$ cat config.mk
export PLATFORM = sky130hd
export DESIGN_NAME = stopwatch_seven_segment_driver
export DESIGN_NICKNAME = d
export VERILOG_FILES = /design/src/rtl/stopwatch_seven_segment_driver.sv
export SDC_FILE = /design/constraint.sdc
export NUM_CORES = 1
export LEC_CHECK = 0
export ABC_CLOCK_PERIOD_IN_PS = 3100
export CELL_PAD_IN_SITES_DETAIL_PLACEMENT = 0
export CELL_PAD_IN_SITES_GLOBAL_PLACEMENT = 1
export CORE_MARGIN = 3
export CORE_UTILIZATION = 40
export DETAILED_ROUTE_END_ITERATION = 7
export DONT_BUFFER_PORTS = 1
export PLACE_DENSITY = 0.7
export SLEW_MARGIN = 20
export SYNTH_ARGS = -nofsm -noshare
export SYNTH_HDL_FRONTEND = slang
export SYNTH_SLANG_ARGS = --single-unit
$ cat constraint.sdc
create_clock -name clock -period 3.1 [get_ports clock]
set_input_delay 0.465 -clock clock [delete_from_list [all_inputs] [get_ports clock]]
set_output_delay 0.465 -clock clock [all_outputs]
set_load 0.02 [all_outputs]
$ cat src/rtl/stopwatch_seven_segment_driver.sv
// Four-digit common-anode seven-segment scan driver for the stopwatch.
// Converts binary minutes/seconds to decimal digits and multiplexes them
// round-robin onto the display, one digit per DIGIT_PERIOD clocks.
// Anodes and segments are active-low and are registered together, so a
// digit value is never shown with the wrong anode.
// Optional build macro: MINUTES_LEADING_ZERO_BLANK_EN blanks a zero
// minutes-tens digit while keeping the scan timing unchanged.
module stopwatch_seven_segment_driver #(
  parameter int unsigned DIGIT_PERIOD = 50000
) (
  input  logic       clock,
  input  logic       reset,
  input  logic [5:0] minutes,
  input  logic [5:0] seconds,
  output logic [3:0] anode_signals,
  output logic [6:0] display_out
);

  localparam int unsigned CNT_W = (DIGIT_PERIOD > 1) ? $clog2(DIGIT_PERIOD) : 1;
  localparam logic [CNT_W-1:0] CNT_MAX = CNT_W'(DIGIT_PERIOD - 1);

  logic [CNT_W-1:0] refresh_cnt;
  logic [1:0]       digit_idx;
  logic [3:0]       digit_val;
  logic [3:0]       anode_next;
  logic [6:0]       seg_next;

  function automatic logic [3:0] tens_of(input logic [5:0] value);
    return 4'(value / 6'd10);
  endfunction

  function automatic logic [3:0] ones_of(input logic [5:0] value);
    return 4'(value % 6'd10);
  endfunction

  // Active-low abcdefg pattern; non-decimal codes blank the digit.
  function automatic logic [6:0] seg_decode(input logic [3:0] digit);
    logic [6:0] seg;
    case (digit)
      4'd0:    seg = 7'b0000001;
      4'd1:    seg = 7'b1001111;
      4'd2:    seg = 7'b0010010;
      4'd3:    seg = 7'b0000110;
      4'd4:    seg = 7'b1001100;
      4'd5:    seg = 7'b0100100;
      4'd6:    seg = 7'b0100000;
      4'd7:    seg = 7'b0001111;
      4'd8:    seg = 7'b0000000;
      4'd9:    seg = 7'b0000100;
      default: seg = 7'b1111111;
    endcase
    return seg;
  endfunction

  // Refresh timer: count 0..DIGIT_PERIOD-1 and step the digit index on wrap.
  // NOTE: state registers use non-blocking assignments so every flop samples
  // pre-edge values; blocking here would create order-dependent behaviour.
  always_ff @(posedge clock or negedge reset) begin
    if (!reset) begin
      refresh_cnt <= '0;
      digit_idx   <= 2'd0;
    end else if (refresh_cnt == CNT_MAX) begin
      refresh_cnt <= '0;
      digit_idx   <= digit_idx + 2'd1;
    end else begin
      refresh_cnt <= refresh_cnt + 1'b1;
    end
  end

  // Select the active digit's anode and value, then encode segments.
  // NOTE: every output gets a default first so no path leaves a value
  // unassigned, which would otherwise infer a latch.
  always_comb begin
    anode_next = 4'b1111;
    digit_val  = 4'd0;
    case (digit_idx)
      2'd0: begin anode_next = 4'b0111; digit_val = tens_of(minutes); end
      2'd1: begin anode_next = 4'b1011; digit_val = ones_of(minutes); end
      2'd2: begin anode_next = 4'b1101; digit_val = tens_of(seconds); end
      2'd3: begin anode_next = 4'b1110; digit_val = ones_of(seconds); end
      default: begin anode_next = 4'b1111; digit_val = 4'd0; end
    endcase
    seg_next = seg_decode(digit_val);
`ifdef MINUTES_LEADING_ZERO_BLANK_EN
    if (digit_idx == 2'd0 && digit_val == 4'd0) seg_next = 7'b1111111;
`else
    // Minutes tens always shows, including a leading zero.
`endif
  end

  // Output registers: anode and segments load on the same edge from the
  // same index, refreshing segments every clock from the live inputs.
  always_ff @(posedge clock or negedge reset) begin
    if (!reset) begin
      anode_signals <= 4'b1111;
      display_out   <= 7'b1111111;
    end else begin
      anode_signals <= anode_next;
      display_out   <= seg_next;
    end
  end

endmodule

==> results of run 1 <==
-- final cells by class --
cell class | instances | area share, %
clock inverters | 3 | 0.723
clock buffers | 5 | 2.84
flip-flops and latches | 29 | 30.6
multi-input cells | 162 | 53.4
repair buffers | 20 | 6.45
well taps | 67 | 3.46
inverters | 15 | 2.53
-- Yosys cell counts, types with 2 or more instances --
| master | instances |
|---|---|
| o21ai_0 | 12 |
| ha_1 | 16 |
| mux2i_1 | 19 |
| xnor2_1 | 7 |
| mux2_2 | 4 |
| o211ai_1 | 2 |
| and3_1 | 6 |
| inv_1 | 13 |
| a211oi_1 | 2 |
| nor2_1 | 23 |
| o211a_1 | 3 |
| nand2b_1 | 2 |
| nand4_1 | 3 |
| xor2_1 | 7 |
| nor3_1 | 6 |
| inv_2 | 2 |
| nand3_1 | 10 |
| or3_1 | 2 |
| nand2_1 | 13 |
| a31oi_1 | 3 |
| a21oi_1 | 2 |
| mux2_4 | 2 |
| buf_6 | 3 |
| dfrtp_1 | 18 |
| dfstp_2 | 11 |
-- timing repair --
| action | in CTS | in global routing |
|---|---|---|
| endpoints found under the hold margin | 18 | 0 |
| gates resized for setup | 2 | 19 |
| setup endpoints to repair | 3 | 7 |
| cloned | 0 | 0 |
| pin swaps | 0 | 8 |
| setup buffers | 0 | 4 |
| hold buffers | 1 | 0 |
-- kinds of logic after synthesis --
logic type	count (synthesis)	synth area share, %
buffers and inverters	20	4.86
AO/OA/AOI/OAI	33	11.6
XOR/XNOR	14	6.03
adder cells (fa/ha/maj)	16	9.85
AND/OR/NAND/NOR	73	17.6
multiplexers	26	13.7
flip-flops	29	36.4
-- layer usage --
| metal | routed length (um) | GRT usage (%) |
|---|---|---|
| met4 | 97 | 7.12 |
| met3 | 166 | 3.99 |
| met5 | 0 | 0 |
| met2 | 2210 | 25.0 |
| met1 | 1830 | 16.1 |
-- power by group --
| part | internal, mW | switching [mW] |
|---|---|---|
| sequential | 0.402 | 0.0221 |
| combinational | 0.0722 | 0.0812 |
| clock | 0.154 | 0.140 |
| total | 0.628 | 0.244 |
-- flip-flops by register name (all words and copies together), names as in the netlist --
| name | cells |
|---|---|
| display_out | 7 |
| anode_signals | 4 |
| refresh_cnt | 16 |
| digit_idx | 2 |
-- placed cells by master (no fill, tap or decap), types with 5 or more instances in the layout --
| cell type | n |
|---|---|
| and3_1 | 6 |
| buf_4 | 18 |
| clkbuf_8 | 5 |
| dfrtp_1 | 16 |
| dfstp_2 | 11 |
| ha_1 | 12 |
| inv_1 | 11 |
| mux2i_1 | 17 |
| nand2_1 | 13 |
| nand3_1 | 10 |
| nor2_1 | 22 |
| nor3_1 | 6 |
| o21ai_0 | 11 |
| xnor2_1 | 7 |
| xor2_1 | 7 |
-- worst min path at each step --
stage	slack, ps	startpoint	endpoint
6_report	20	reset	display_out[1]
2_1_floorplan	170	reset	digit_idx[0]
3_3_place_gp	170	reset	refresh_cnt[9]
5_1_grt	4	reset	display_out[1]
3_5_place_dp	170	reset	refresh_cnt[2]
4_1_cts	10	reset	display_out[1]
-- through the flow --
step / hold WS, ps / instance area [um^2] / instances
after floorplan: 169 / 2060 / 211
after global routing: 4.08 / 2420 / 301
after global placement: 170 / 2210 / 288
after CTS: 13.0 / 2310 / 297
final: 24.5 / 2420 / 301
after detailed placement: 170 / 2210 / 288
==> key figures, run 1 <==
Critical path
  • Slowest-stage cell, CP: a221o_2
  • Crit path max-delay family: compound AO/OA/AOI/OAI gates
  • CP arrival: between 3000 and 4000 ps
  • Critical Path, Cell by Cell: ha_4 > mux2_4 > inv_4 > ha_4 > o211a_1 > a311oi_2 > nor2_2 > inv_2 > ha_4 > o21ai_2 > a221o_2 > mux2i_1 > mux2_4
  • Critical Path Max Stage Delay: around 460 ps
  • WS Path Type: reg -> reg
  • CP required: 3310 ps
  • Critical Path End Type: flip-flop
  • Buf+Inv Stages, Crit Path: 2
  • Reg2reg end: display_out[2]
  • CP most frequent cell: ha_4
  • Crit path max fanout: 8
  • R2R setup slack: around 76 ps
  • WP depth: 13
  • Crit path from: digit_idx[0]
  • Critical Path Source Type: flip-flop
  • Critical path endpoint: display_out[2]
  • Reg2Reg Depth: 13
  • Reg-to-reg startpoint: digit_idx[0]

Timing
  • Setup TNS: 0 ps
  • Max Clock Freq: approximately 330 MHz
  • Skew final: about 3.9 ps
  • Least-Margin Pin Slew: roughly 800 ps
  • Final worst slack: 75.8 ps
  • Final Hold Viols: 0
  • Tcrit/Tclk final: between 90% and 100%
  • Post-layout min period: roughly 3000 ps
  • Slew headroom: approximately 46%
  • Final Max Tran Viols: 0
  • Final setup fails: 0

Routing
  • Vias/cell: 5.36
  • Drt pass-1 iters: 4
  • Drt total wl: roughly 4300 um
  • Drt drc: 0
  • Antenna-violating nets left: 0
  • DRT iter0 DRCs: 43
  • Routed length per instance: between 10 and 15 um
  • Routed vias: ~1.6k

Power
  • Pwr/cell area: approximately 360 nW/um^2
  • Overall power: approximately 870 uW
  • Leak: between 1 and 1.5 nW
  • VDD IR max: about 0.00013 V

CTS
  • Root Buffer: clkbuf_8
  • CTS Buf Count: 5
  • H-tree depth: 2
  • Later-pin clock latency in the skew report: 280 ps
  • Worst-path clk slew: around 60 ps
  • Clock Path Buffers: 2
  • CTS tree: built
  • Sink Count: 29

Die
  • Die area: around 6000 um^2
  • FP Rows: 25
  • Die Wd: just under 80 um
  • Initial Util: about 42%
  • Die Ht: around 77 um
  • I/O Pins: 25
  • Core ar.: 4820 um^2

Synth
  • Leading area contributor after synthesis: dfrtp_1
  • Post-synth top area share: 22.2%
  • Top cells by area, synth: dfrtp_1 22%, dfstp_2 14%, ha_1 9.9%, mux2i_1 9.4%, nor2_1 4.2%
  • Number of enable flip-flop cells after synthesis: 0
  • Post-synth design cell area: roughly 2000 um^2
  • Sequential fraction of the synthesis area: a little over a third
  • Syn_nets: 241
  • Top FF cell, synth: dfrtp_1
  • Synth Register Bits: 29
  • Synth async-reset ratio: 100%
  • Synth Instances: 211
  • Syn. warnings: 0
  • Distinct cells, synth: 45
  • Post-Syn Area per Cell: 9.63 um^2

Layout
  • Final net count: 263
  • Share of cells above drive strength 1: between 20 and 30%
  • Fillers: roughly 470
  • Post-layout util: 50.3%
  • Multi-input gate area: 1290 um^2
  • Area Overhead vs Synth: 19.3%
  • Antenna cells: 0
  • FF/Latch Area: between 700 and 800 um^2

Job
  • Max cap viols: 0

Placement
  • Place WS: -53.2 ps
  • Gp weighted congestion: between 0.8 and 0.9
  • HPWL after detailed placement: about 3200 um
  • I/O Buffers: 0

Global routing
  • Vias in the first global route: about 1.5k
  • Pin count of the biggest net entering global routing: 19
  • First-pass GRT wire length: slightly below 7000 um
  • GR Util All Layers: roughly 14%
  • Initial antenna violation count: 0
  • Grt ovf: 0

Hold path
  • Hold Path Class: in -> async

Outcome
  • Run status: complete, no violations
Note: power is estimated with default switching activity, not from simulation.
==> inputs of run 2 (changes only) <==
- CORE_MARGIN: 3 -> not set
==> key figures, run 2 (synthesis gave the netlist of run 1 again) <==
Global routing
  • Initial antenna violation count: 0 (unchanged)
  • Grt ovf: 0 (unchanged)
  • GR Util All Layers: 16.8% (was 14.4%)
  • Pin count of the biggest net entering global routing: 19 (unchanged)
  • Vias in the first global route: 1533 (was 1503)
  • First-pass GRT wire length: 6860 um (was 6850 um)

Hold path
  • Hold Path Class: in -> async (unchanged)

Timing
  • Slew headroom: 46.5% (was 46.2%)
  • Final setup fails: 0 (unchanged)
  • RSZ-0062 raised after global routing: true
  • Skew final: 4.97 ps (was 3.86 ps)
  • Final worst slack: 45.7 ps (was 75.8 ps)
  • Post-layout min period: 3050 ps (was 3020 ps)
  • Final Hold Viols: 0 (unchanged)
  • Final Max Tran Viols: 0 (unchanged)
  • Least-Margin Pin Slew: 799 ps (was 804 ps)
  • Tcrit/Tclk final: 98.5% (was 97.6%)
  • Max Clock Freq: 327 MHz (was 331 MHz)

Die
  • Initial Util: 42.2% (unchanged)
  • Die Wd: 73.3 um (was 77.3 um)
  • FP Rows: 25 (unchanged)
  • I/O Pins: 25 (unchanged)
  • Die Ht: 73.3 um (was 77.3 um)
  • Core ar.: 4820 um^2 (unchanged)
  • Die area: 5370 um^2 (was 5970 um^2)

Layout
  • Fillers: 464 (was 467)
  • Share of cells above drive strength 1: 29.8% (was 29.5%)
  • Largest register by flop count: refresh_cnt (unchanged)
  • Max reg flops: 16 (unchanged)
  • Most frequent cells in the layout: 22 x nor2_1, 20 x buf_4, 17 x mux2i_1 (was 22 x nor2_1, 18 x buf_4, 17 x mux2i_1)
  • Area Overhead vs Synth: 20.8% (was 19.3%)
  • Most common cell after layout, fill and taps aside: nor2_1 (unchanged)
  • Biggest regs: refresh_cnt: 16 flops, display_out: 7 flops, anode_signals: 4 flops (unchanged)
  • Final net count: 264 (was 263)
  • Antenna cells: 0 (unchanged)

Critical path
  • Reg2Reg Depth: 13 (unchanged)
  • Reg2reg end: display_out[6] (was display_out[2])
  • CP arrival: 3250 ps (was 3230 ps)
  • R2R setup slack: 50 ps (was 80 ps)
  • CP required: 3290 ps (was 3310 ps)
  • Critical Path End Type: flip-flop (unchanged)
  • WS Path Type: reg -> reg (unchanged)
  • Crit path max fanout: 8 (unchanged)
  • Critical Path Source Type: flip-flop (unchanged)
  • Reg-to-reg startpoint: digit_idx[0] (unchanged)

CTS
  • CTS tree: built (unchanged)
  • H-tree depth: 2 (unchanged)
  • Sink Count: 29 (unchanged)
  • Later-pin clock latency in the skew report: 280 ps (about the same)
  • Root Buffer: clkbuf_8 (unchanged)
  • Clock Path Buffers: 2 (unchanged)
  • Worst-path clk slew: 60 ps (about the same)
  • CTS Buf Count: 5 (unchanged)

Placement
  • HPWL after detailed placement: 3100 um (was 3230 um)
  • Gp weighted congestion: 0.787 (was 0.816)
  • Place WS: -27.0 ps (was -53.2 ps)
  • I/O Buffers: 0 (unchanged)

Power
  • VDD IR max: 0.000168 V (was 0.000131 V)
  • Overall power: 979 uW (was 872 uW)
  • Pwr/cell area: 399 nW/um^2 (was 360 nW/um^2)
  • Leak: 1.09 nW (was 1.07 nW)

Routing
  • Antenna-violating nets left: 0 (unchanged)
  • DRT iter0 DRCs: 60 (was 43)
  • Routed length per instance: 13.9 um (was 14.3 um)
  • Routed vias: 1557 (was 1612)
  • Vias/cell: 5.16 (was 5.36)
  • Drt total wl: 4210 um (was 4310 um)
  • Drt drc: 0 (unchanged)
  • Drt pass-1 iters: 4 (unchanged)

Job
  • Max cap viols: 0 (unchanged)

Outcome
  • Run status: complete, no violations (unchanged)
-- run 2: layout make-up --
| cell class | instances | area [um^2] | share of cell area [%] |
|---|---|---|---|
| inverters | 15 | 58.8 | 2.40 |
| flip-flops and latches | 29 | 742 | 30.2 |
| well taps | 67 | 83.8 | 3.41 |
| clock inverters | 2 | 37.5 | 1.53 |
| repair buffers | 21 | 160 | 6.52 |
| multi-input cells | 162 | 1290 | 52.5 |
| clock buffers | 6 | 82.6 | 3.36 |
-- run 2: repair_timing --
item / CTS / global route
buffers inserted: 0 / 4
pin swaps: 0 / 9
hold buffers: 1 / 0
resized for setup: 3 / 15
endpoints found under the setup margin: 3 / 7
endpoints found under the hold margin: 18 / 0
-- run 2: worst max-delay path by stage --
stage | to | from | slack (ps)
after floorplan | display_out[4] | digit_idx[0] | -10
after global placement | display_out[2] | digit_idx[0] | 70
after detailed placement | display_out[2] | digit_idx[0] | -30
after CTS | display_out[2] | digit_idx[0] | 10
after global routing | display_out[4] | digit_idx[1] | -70
final | display_out[6] | digit_idx[0] | 50
-- run 2: per-layer routing --
metal	routed length (um)	vias to the layer above	track usage [%]
met3	149	4	3.98
met2	2210	31	30.7
li1	-	789	-
met4	51	0	5.88
met1	1800	733	18.9
met5	0	-	0
-- run 2: metrics by stage --
step	TNS, ps	hold WS (ps)	cells	utilization (%)	instance area, um^2
final	0	22.9	302	51.0	2450
after global placement	0	170	289	46.1	2220
after CTS	0	13.0	298	49.0	2360
after detailed placement	-29.8	170	289	46.1	2220
after floorplan	-12.5	169	211	-	2060
after global routing	-322	3.83	302	51.0	2450
-- run 2: report_power, final --
group          internal [mW]  total [mW]  switching (mW)
clock network          0.261       0.402           0.141
registers              0.402       0.424          0.0219
logic                 0.0734       0.154          0.0803
total                  0.736       0.979           0.243
-- run 2: worst max-delay path, stage by stage, from the launching register on --
cell and delay (ps):
dfrtp_2 450, ha_4 190, mux2_4 320, inv_4 70, ha_4 190, o211a_1 210
a311oi_2 300, nor2_2 100, inv_2 80, ha_4 140, o21ai_2 60, a221o_2 460
nor2_2 250, mux2i_1 140
==> inputs of run 3 (changes only) <==
- PLACE_DENSITY: 0.7 -> not set
- PLACE_DENSITY_LB_ADDON: not set -> 0.1
==> key figures, run 3 (synthesis gave the netlist of run 1 again) <==
Placement
  • Gp weighted congestion: 0.821 (was 0.787)
  • Placed cell areas: 2220 um^2 (unchanged)
  • I/O Buffers: 0 (unchanged)
  • Cell count after placement: 289 (unchanged)
  • HPWL after detailed placement: 3390 um (was 3100 um)
  • Place WS: -145 ps (was -27.0 ps)

Global routing
  • Initial antenna violation count: 0 (unchanged)
  • GR Util All Layers: 18.2% (was 16.8%)
  • Vias in the first global route: 1666 (was 1533)
  • Grt ovf: 0 (unchanged)
  • Pin count of the biggest net entering global routing: 19 (unchanged)
  • First-pass GRT wire length: 7340 um (was 6860 um)

Layout
  • Biggest regs: refresh_cnt: 16 flops, display_out: 7 flops, anode_signals: 4 flops (unchanged)
  • Design Area, Final: 2490 um^2 (was 2450 um^2)
  • Most frequent cells in the layout: 23 x buf_4, 22 x nor2_1, 17 x mux2i_1, 17 x dfrtp_1, 13 x nand2_1 (was 22 x nor2_1, 20 x buf_4, 17 x mux2i_1)
  • Antenna cells: 0 (unchanged)
  • Largest register by flop count: refresh_cnt (unchanged)
  • Final net count: 267 (was 264)
  • Post-layout util: 51.7% (was 51.0%)
  • Max reg flops: 16 (unchanged)
  • Most common cell after layout, fill and taps aside: buf_4 (was nor2_1)
  • Area Overhead vs Synth: 22.5% (was 20.8%)
  • Share of cells above drive strength 1: 30.7% (was 29.8%)
  • Fillers: 458 (was 464)
  • Post-route non-filler standard cell count: 305 (was 302)

Routing
  • DRT iter0 DRCs: 78 (was 60)
  • Drt total wl: 4530 um (was 4210 um)
  • Vias/cell: 5.25 (was 5.16)
  • Met3 Wirelength: 125 um (was 149 um)
  • Drt pass-1 iters: 4 (unchanged)
  • Antenna-violating nets left: 0 (unchanged)
  • DR top layer: met4 (unchanged)
  • Routed length per instance: 14.9 um (was 13.9 um)
  • Routed vias: 1600 (was 1557)
  • Met2 Routed Length: 2520 um (was 2210 um)
  • Metal-1 WL: 1810 um (was 1800 um)
  • Drt drc: 0 (unchanged)

Timing
  • Skew final: 5.00 ps (was 4.97 ps)
  • RSZ-0062 raised after global routing: true (unchanged)
  • Post-layout min period: 3060 ps (was 3050 ps)
  • Least-Margin Pin Slew: 815 ps (was 799 ps)
  • Final Max Tran Viols: 0 (unchanged)
  • Slew headroom: 45.5% (was 46.5%)
  • Tcrit/Tclk final: 98.8% (was 98.5%)
  • Max Clock Freq: 327 MHz (about the same)
  • Final Hold Viols: 0 (unchanged)
  • Final worst slack: 37.9 ps (was 45.7 ps)
  • Final setup fails: 0 (unchanged)
  • Hold Slack: 24.3 ps (was 22.9 ps)

CTS
  • Clock Path Buffers: 2 (unchanged)
  • Root Buffer: clkbuf_8 (unchanged)
  • Worst-path clk slew: 60 ps (about the same)
  • Sink Count: 29 (unchanged)
  • Later-pin clock latency in the skew report: 280 ps (about the same)
  • H-tree depth: 2 (unchanged)
  • CTS tree: built (unchanged)
  • CTS Buf Count: 5 (unchanged)

Critical path
  • CP required: 3300 ps (was 3290 ps)
  • WS Path Type: reg -> reg (unchanged)
  • Reg2Reg Depth: 13 (unchanged)
  • CP most frequent cell: ha_4 (unchanged)
  • Reg-to-reg startpoint: digit_idx[1] (was digit_idx[0])
  • Crit path from: digit_idx[1] (was digit_idx[0])
  • CP arrival: 3270 ps (was 3250 ps)
  • Critical Path Source Type: flip-flop (unchanged)
  • Reg2reg end: display_out[2] (was display_out[6])
  • Crit path max fanout: 8 (unchanged)
  • Slowest-stage cell, CP: a221o_2 (unchanged)
  • Critical Path End Type: flip-flop (unchanged)
  • R2R setup slack: 40 ps (was 50 ps)
  • Critical Path Max Stage Delay: 470 ps (was 460 ps)
  • Critical Path, Cell by Cell: ha_4 > mux2_4 > inv_4 > ha_4 > o211a_1 > a311oi_2 > nor2_2 > inv_2 > ha_4 > o21ai_2 > a221o_2 > mux2i_1 > mux2_4 (was ha_4 > mux2_4 > inv_4 > ha_4 > o211a_1 > a311oi_2 > nor2_2 > inv_2 > ha_4 > o21ai_2 > a221o_2 > nor2_2 > mux2i_1)

Hold path
  • Hold Path Class: in -> async (unchanged)

Die
  • I/O Pins: 25 (unchanged)
  • Die area: 5370 um^2 (unchanged)
  • Die Ht: 73.3 um (unchanged)
  • FP Rows: 25 (unchanged)
  • Die Wd: 73.3 um (unchanged)
  • Core ar.: 4820 um^2 (unchanged)
  • Initial Util: 42.2% (unchanged)

Power
  • Pwr/cell area: 393 nW/um^2 (was 399 nW/um^2)
  • Leak: 1.11 nW (was 1.09 nW)
  • VDD IR max: 0.000202 V (was 0.000168 V)

Job
  • Max cap viols: 0 (unchanged)

Outcome
  • Run status: complete, no violations (unchanged)
run 3: cell count changes in the layout (fill, tap and decap cells not counted):
cell and delta:
buf_4 +3, clkbuf_1 +1, clkinvlp_4 -1, dfrtp_1 +1, dfrtp_2 -1, ha_1 -1, ha_2 +1, mux2_2 -1
mux2_4 +1, nor2_2 -1, nor2_4 +1, o31ai_1 -1, o31ai_2 +1
run 3: worst max-delay path by stage:
stage | end | slack [ps]
after floorplan | display_out[4] | -10
after global placement | display_out[2] | 40
after detailed placement | display_out[2] | -140
after CTS | display_out[5] | 3
after global routing | display_out[2] | -90
final | display_out[2] | 40
run 3: metrics by stage:
stage	setup TNS [ps]	total power, mW
CTS	0	0.966
global route	-309	1.02
global placement	0	0.553
detailed placement	-686	0.559
floorplan	-12.5	0.525
finish	0	0.978
run 3: layer usage:
| layer | GRT usage, % | vias to the layer above |
|---|---|---|
| met5 | 0 | - |
| met4 | 7.84 | 0 |
| li1 | - | 793 |
| met3 | 3.02 | 5 |
| met2 | 36.0 | 23 |
| met1 | 18.6 | 779 |
run 3: power by group:
group | total, mW | switching, mW | internal, mW
Clock | 0.398 | 0.136 | 0.262
Sequential | 0.424 | 0.0224 | 0.402
Combinational | 0.156 | 0.0811 | 0.0744
run 3: cell type report:
type                       instances  area (um^2)  share of cell area [%]
tap                               67         83.8                    3.37
inverter                          15         58.8                    2.36
timing repair buffer              24          183                    7.34
sequential                        29          741                    29.8
clock buffer                       7         86.3                    3.47
clock inverter                     1         30.0                    1.21
multi-input combinational        162         1310                    52.5
run 3: repair_timing:
action,CTS,global route
hold endpoints to repair,18,0
pin swaps,0,10
setup endpoints to repair,7,7
hold buffers,1,0
gates resized for setup,5,16
buffers inserted,0,7
run 3: critical path: cells and delay by family (launching register included):
kind                       cells  cell delay (ps)
AOI/OAI and AO/OA              4             1030
muxes                          3              730
adders and majority gates      3              540
DFF                            1              460
buffers and inverters          2              140
and+or+nand+nor                1              100
